--- config.mk ---
export PLATFORM = sky130hd
export DESIGN_NAME = lzma2_rc_carry_resolver
export DESIGN_NICKNAME = d
export VERILOG_FILES = /design/src/rtl/lzma2_rc_carry_resolver.sv
export SDC_FILE = /design/constraint.sdc
export NUM_CORES = 1
export LEC_CHECK = 0
export CORE_MARGIN = 8
export CORE_UTILIZATION = 35
export DETAILED_ROUTE_END_ITERATION = 7
export HOLD_SLACK_MARGIN = 0.12
export PLACE_DENSITY_LB_ADDON = 0.3
export SYNTH_ARGS = -nofsm -noshare
export SYNTH_HDL_FRONTEND = slang
export SYNTH_SLANG_ARGS = --single-unit
--- constraint.sdc ---
create_clock -name clk -period 2.95 [get_ports clk]
set_input_delay 0.59 -clock clk [delete_from_list [all_inputs] [get_ports clk]]
set_output_delay 0.59 -clock clk [all_outputs]
set_load 0.005 [all_outputs]
--- src/rtl/lzma2_rc_carry_resolver.sv ---
// Resolves the range encoder's delayed carries: keeps one cached byte plus a run of
// pending 0xFF bytes, and emits final bytes on a valid/ready stream, draining everything on flush.
module lzma2_rc_carry_resolver #(
    parameter int PEND_W           = 16,
    parameter bit INIT_CACHE_VALID = 1'b1
) (
    input  logic        clk,
    input  logic        rst_n,
    input  logic [7:0]  in_byte,
    input  logic        in_carry,
    input  logic        in_valid,
    output logic        in_ready,
    input  logic        flush,
    output logic [7:0]  out_data,
    output logic        out_valid,
    input  logic        out_ready,
    output logic        flush_done,
    output logic [31:0] bytes_out,
    output logic        run_overflow
);

    typedef enum logic [2:0] {
        IDLE, EMIT_CACHE, EMIT_RUN, FLUSH_CACHE, FLUSH_RUN, DONE
    } state_t;

    localparam logic [PEND_W-1:0] PEND_MAX = '1;
    localparam logic [PEND_W-1:0] PEND_ONE = {{(PEND_W-1){1'b0}}, 1'b1};

    // The cache can never hold 0xFF, so adding the carry never wraps.
    function automatic logic [7:0] add_carry(input logic [7:0] cache, input logic carry);
        return cache + {7'd0, carry};
    endfunction

    // A carry turns every pending 0xFF into 0x00.
    function automatic logic [7:0] run_byte(input logic carry);
        return carry ? 8'h00 : 8'hFF;
    endfunction

    state_t             state_q, state_d;
    logic [7:0]         cache_q, cache_d;
    logic               have_cache_q, have_cache_d;
    logic [PEND_W-1:0]  pend_cnt_q, pend_cnt_d;
    logic               carry_q, carry_d;
    logic [7:0]         next_cache_q, next_cache_d;
    logic               flush_pend_q, flush_pend_d;
    logic [7:0]         out_data_q, out_data_d;
    logic               out_valid_q, out_valid_d;
    logic               flush_done_q, flush_done_d;
    logic [31:0]        bytes_out_q, bytes_out_d;
    logic               run_overflow_q, run_overflow_d;

    logic accept;
    logic xfer;

    assign in_ready     = (state_q == IDLE) && !flush_pend_q;
    assign accept       = in_valid && in_ready;
    assign xfer         = out_valid_q && out_ready;
    assign out_data     = out_data_q;
    assign out_valid    = out_valid_q;
    assign flush_done   = flush_done_q;
    assign bytes_out    = bytes_out_q;
    assign run_overflow = run_overflow_q;

    always_comb begin
        state_d        = state_q;
        cache_d        = cache_q;
        have_cache_d   = have_cache_q;
        pend_cnt_d     = pend_cnt_q;
        carry_d        = carry_q;
        next_cache_d   = next_cache_q;
        out_data_d     = out_data_q;
        out_valid_d    = out_valid_q;
        flush_done_d   = 1'b0;
        bytes_out_d    = bytes_out_q + {31'd0, xfer};
        run_overflow_d = run_overflow_q;
        flush_pend_d   = ((state_q == DONE) ? 1'b0 : flush_pend_q) | flush;

        case (state_q)
            IDLE: begin
                if (accept) begin
                    if (in_byte == 8'hFF && !in_carry) begin
                        if (pend_cnt_q == PEND_MAX) run_overflow_d = 1'b1;
                        else                        pend_cnt_d     = pend_cnt_q + PEND_ONE;
                    end else begin
                        carry_d      = in_carry;
                        next_cache_d = in_byte;
                        if (have_cache_q) begin
                            state_d     = EMIT_CACHE;
                            out_valid_d = 1'b1;
                            out_data_d  = add_carry(cache_q, in_carry);
                        end else if (pend_cnt_q != '0) begin
                            state_d     = EMIT_RUN;
                            out_valid_d = 1'b1;
                            out_data_d  = run_byte(in_carry);
                        end else begin
                            cache_d      = in_byte;
                            have_cache_d = 1'b1;
                        end
                    end
                end else if (flush_pend_q) begin
                    if (have_cache_q) begin
                        state_d     = FLUSH_CACHE;
                        out_valid_d = 1'b1;
                        out_data_d  = cache_q;
                    end else if (pend_cnt_q != '0) begin
                        state_d     = FLUSH_RUN;
                        out_valid_d = 1'b1;
                        out_data_d  = 8'hFF;
                    end else begin
                        state_d      = DONE;
                        flush_done_d = 1'b1;
                    end
                end
            end
            EMIT_CACHE: begin
                if (xfer) begin
                    if (pend_cnt_q != '0) begin
                        state_d    = EMIT_RUN;
                        out_data_d = run_byte(carry_q);
                    end else begin
                        state_d      = IDLE;
                        out_valid_d  = 1'b0;
                        cache_d      = next_cache_q;
                        have_cache_d = 1'b1;
                    end
                end
            end
            EMIT_RUN: begin
                if (xfer) begin
                    pend_cnt_d = pend_cnt_q - PEND_ONE;
                    if (pend_cnt_q == PEND_ONE) begin
                        state_d      = IDLE;
                        out_valid_d  = 1'b0;
                        cache_d      = next_cache_q;
                        have_cache_d = 1'b1;
                    end
                end
            end
            FLUSH_CACHE: begin
                if (xfer) begin
                    have_cache_d = 1'b0;
                    if (pend_cnt_q != '0) begin
                        state_d    = FLUSH_RUN;
                        out_data_d = 8'hFF;
                    end else begin
                        state_d      = DONE;
                        out_valid_d  = 1'b0;
                        flush_done_d = 1'b1;
                    end
                end
            end
            FLUSH_RUN: begin
                if (xfer) begin
                    pend_cnt_d = pend_cnt_q - PEND_ONE;
                    if (pend_cnt_q == PEND_ONE) begin
                        state_d      = DONE;
                        out_valid_d  = 1'b0;
                        flush_done_d = 1'b1;
                    end
                end
            end
            DONE: begin
                state_d      = IDLE;
                cache_d      = 8'h00;
                have_cache_d = INIT_CACHE_VALID;
                pend_cnt_d   = '0;
            end
            default: state_d = IDLE;
        endcase
    end

    always_ff @(posedge clk or negedge rst_n) begin
        if (!rst_n) begin
            state_q        <= IDLE;
            cache_q        <= 8'h00;
            have_cache_q   <= INIT_CACHE_VALID;
            pend_cnt_q     <= '0;
            carry_q        <= 1'b0;
            next_cache_q   <= 8'h00;
            flush_pend_q   <= 1'b0;
            out_data_q     <= 8'h00;
            out_valid_q    <= 1'b0;
            flush_done_q   <= 1'b0;
            bytes_out_q    <= 32'd0;
            run_overflow_q <= 1'b0;
        end else begin
            state_q        <= state_d;
            cache_q        <= cache_d;
            have_cache_q   <= have_cache_d;
            pend_cnt_q     <= pend_cnt_d;
            carry_q        <= carry_d;
            next_cache_q   <= next_cache_d;
            flush_pend_q   <= flush_pend_d;
            out_data_q     <= out_data_d;
            out_valid_q    <= out_valid_d;
            flush_done_q   <= flush_done_d;
            bytes_out_q    <= bytes_out_d;
            run_overflow_q <= run_overflow_d;
        end
    end

endmodule

==> metrics.yaml <==
synth_area_um2: 4760
insertion_delay_ns: 0.34
yosys.cell_types.count: 67
cts_hold_buf: 0
hpwlAfterDp_mm: 9.24
relSlewSlack_pct: 31.4
num_antenna_cells: 0
ctsLongestPathBuffers: 2
cts_root_buf: "clkbuf_16"
fill_cells: 1244
worst_slack_ns: 0.280
finalClockSkew_ns: 0.00838
drt_iter0_drc: 445
areaGrowthSynthToFinish_pct: 24.9
post-route-drc-count: 0
ys_seq_elements: 81
pre_cts_ws_ns: -0.0269
synth_cells: 509
ys.flop_type: "dfrtp_1"
total_power_uw: 2470
grt_start_max_net_pins: 82
reg2reg_depth: 6
final_max_slew_viol_count: 0
rows: 42
placed_area_um2: 5610
worstPathRequired_ns: 2.36
max_cap_viol_count: 0
h-tree-depth: 3
via_count: 4303
end_kind: "output port"
dr.pass1.iters: 5
ff_latch_area_um2: 2030
dieArea_um2: 17600
synth_async_sr_flop_share_pct: 100
nNetsFinal: 599
grt-ovfl-total: 0
leakage_uw: 0.00245
wl_mm: 13.0
status: "completed"
path_clk_slew_ns: 0.06
drtAntennaViolNets: 0
dp.cells: 741
power.density_nw_per_um2: 415
die_w_um: 133
avgRoutedWirePerCell_um: 17.2
grt_pass1_wl_mm: 22.1
initial_core_util_pct: 35.8
post_cts_buffers: 0
yosys_warnings: 0
fmax_mhz: 374
final_area_um2: 5950
die_h_um: 133
numCtsBuffers: 9
groute.usage.overall_pct: 15.2
critical_path_peak_fanout: 7
syn-num-nets: 532
multi_input_area_um2: 2570
critical_path_arrival_ns: 2.08
hold_viol: 0
post_cts_resized: 0
antenna_found_initial: 0
clock-sinks: 81
tightest_slew_ns: 1.03
ir_worst_vdd_mv: 0.337
hold_slack_ns: 0.413
drive_above_1_share_pct: 11.9
critPathKind: "reg -> out"
hp-class: "in -> async"
final_cells: 757
cts_tree: "done"
synth_edf_count: 0
grt_setup_unrepaired: "no"
start_kind: "register"
syn_avg_cell_area_um2: 9.36
core_um2: 13300
place_congestion: 0.903
viasPerCell: 5.68
finalCriticalPeriod_ns: 2.67
finalCritPeriodShare_pct: 90.5
finalSetupViolations: 0
ios: 58
yosysSeqAreaShare_pct: 42.6
portBuffers: 57
grt_pass1_vias: 4204
[cell type report]
type / instances / share of cell area [%]
inverters: 11 / 0.694
flip-flops and latches: 81 / 34.1
multi-input cells: 391 / 43.2
well taps: 176 / 3.70
clock buffers: 10 / 4.02
clock inverters: 6 / 1.62
repair buffers: 82 / 12.7
[worst max-delay path, stage by stage (launching register included)]
cell             delay, ns
dfrtp_1               0.37
or3_1                 0.52
nor2_1                0.28
clkdlybuf4s50_1       0.57
[power breakdown]
| group | switching (µW) | internal [µW] | total (µW) |
|---|---|---|---|
| combinational | 51.9 | 40.1 | 92.0 |
| sequential | 3.20 | 1120 | 1120 |
| clock | 482 | 777 | 1260 |
| total | 537 | 1930 | 2470 |
[worst paths after layout]
path	startpoint	endpoint	slack (ns)
max in group asynchronous	rst_n	have_cache_q$_DFFE_PN1P_	1.80
min	rst_n	bytes_out[13]$_DFF_PN0_	0.41
max reg2reg	pend_cnt_q[8]$_DFFE_PN0P_	cache_q[0]$_DFFE_PN0P_	0.37
min reg2reg	bytes_out[22]$_DFF_PN0_	bytes_out[22]$_DFF_PN0_	0.49
min in group clk	bytes_out[22]$_DFF_PN0_	bytes_out[22]$_DFF_PN0_	0.49
max	state_q[0]$_DFFE_PN0P_	in_ready	0.28
[logic make-up (layout without fill, tap and decap cells)]
group                    Yosys count  count (layout)  share of synthesized area (%)
flip-flops                        81              81                           42.6
XOR/XNOR                          36              36                           6.62
adder cells (fa/ha/maj)            9               9                           2.36
multiplexers                      16              16                           3.78
buffers and inverters             37             109                           3.52
AND/OR/NAND/NOR                  178             178                           20.0
AO/OA/AOI/OAI                    152             152                           21.2
[sequential cells by signal (all words and copies together), names as in the netlist]
name          cells
cache_q           8
pend_cnt_q       16
state_q           3
out_data          8
flush_pend_q      1
run_overflow      1
out_valid         1
next_cache_q      8
have_cache_q      1
carry_q           1
bytes_out        32
flush_done        1
[layout by cell type (no fill, tap or decap), drive strengths merged, types with 3 or more instances in the layout]
cell type / n
a21oi: 38
ha: 9
nand2: 39
dfrtp: 80
nor2: 35
or3: 7
a22o: 8
nor4: 3
buf: 26
and3: 11
o22ai: 8
mux2: 16
o31ai: 12
nand3: 29
clkbuf: 10
o2bb2ai: 7
nor2b: 4
o21ai: 31
a31oi: 10
nand4: 10
o21a: 4
xor2: 6
nor3: 17
and4: 5
a22oi: 3
nand2b: 5
a32oi: 3
xnor2: 30
or4: 4
inv: 13
clkdlybuf4s50: 56
[per-layer routing]
metal  track usage [%]  vias up  share of wire [%]
li1                  -     2033                  -
met1              19.9     2073                 46
met2              22.7      178                 43
met3              5.68       19                8.7
met4              4.79        0                1.9
met5                 0        -                  0
[cell usage after synthesis, drive strengths merged, types with 3 or more instances]
cell     count  area (µm²)
and4         5        43.8
clkbuf      17        63.8
nand4       10        62.6
nor4         3        48.8
a21oi       38         190
or4          4        30.0
a22o         8        70.1
a22oi        3        22.5
o21a         4        31.3
mux2        16         180
a32oi        3        26.3
buf          9        62.6
nor2        35         139
o2bb2ai      7        61.3
or3          7        43.8
ha           9         113
o31ai       12        90.1
dfrtp       80        2000
and3        11        68.8
a31oi       10        62.6
xor2         6        52.6
nand3       29         145
xnor2       30         263
nor3        17        90.1
nand2       39         146
o22ai        8        50.1
nand2b       5        31.3
inv         10        37.5
nor2b        4        25.0
o21ai       31         159
[metrics by stage]
stage               TNS (ns)  utilization, %
finish                     0            44.7
global route               0            44.7
CTS                        0            44.7
detailed placement   -0.0269            42.2
global placement           0            42.2
floorplan                  0               -
No activity file was read; power rests on OpenSTA's default activity.
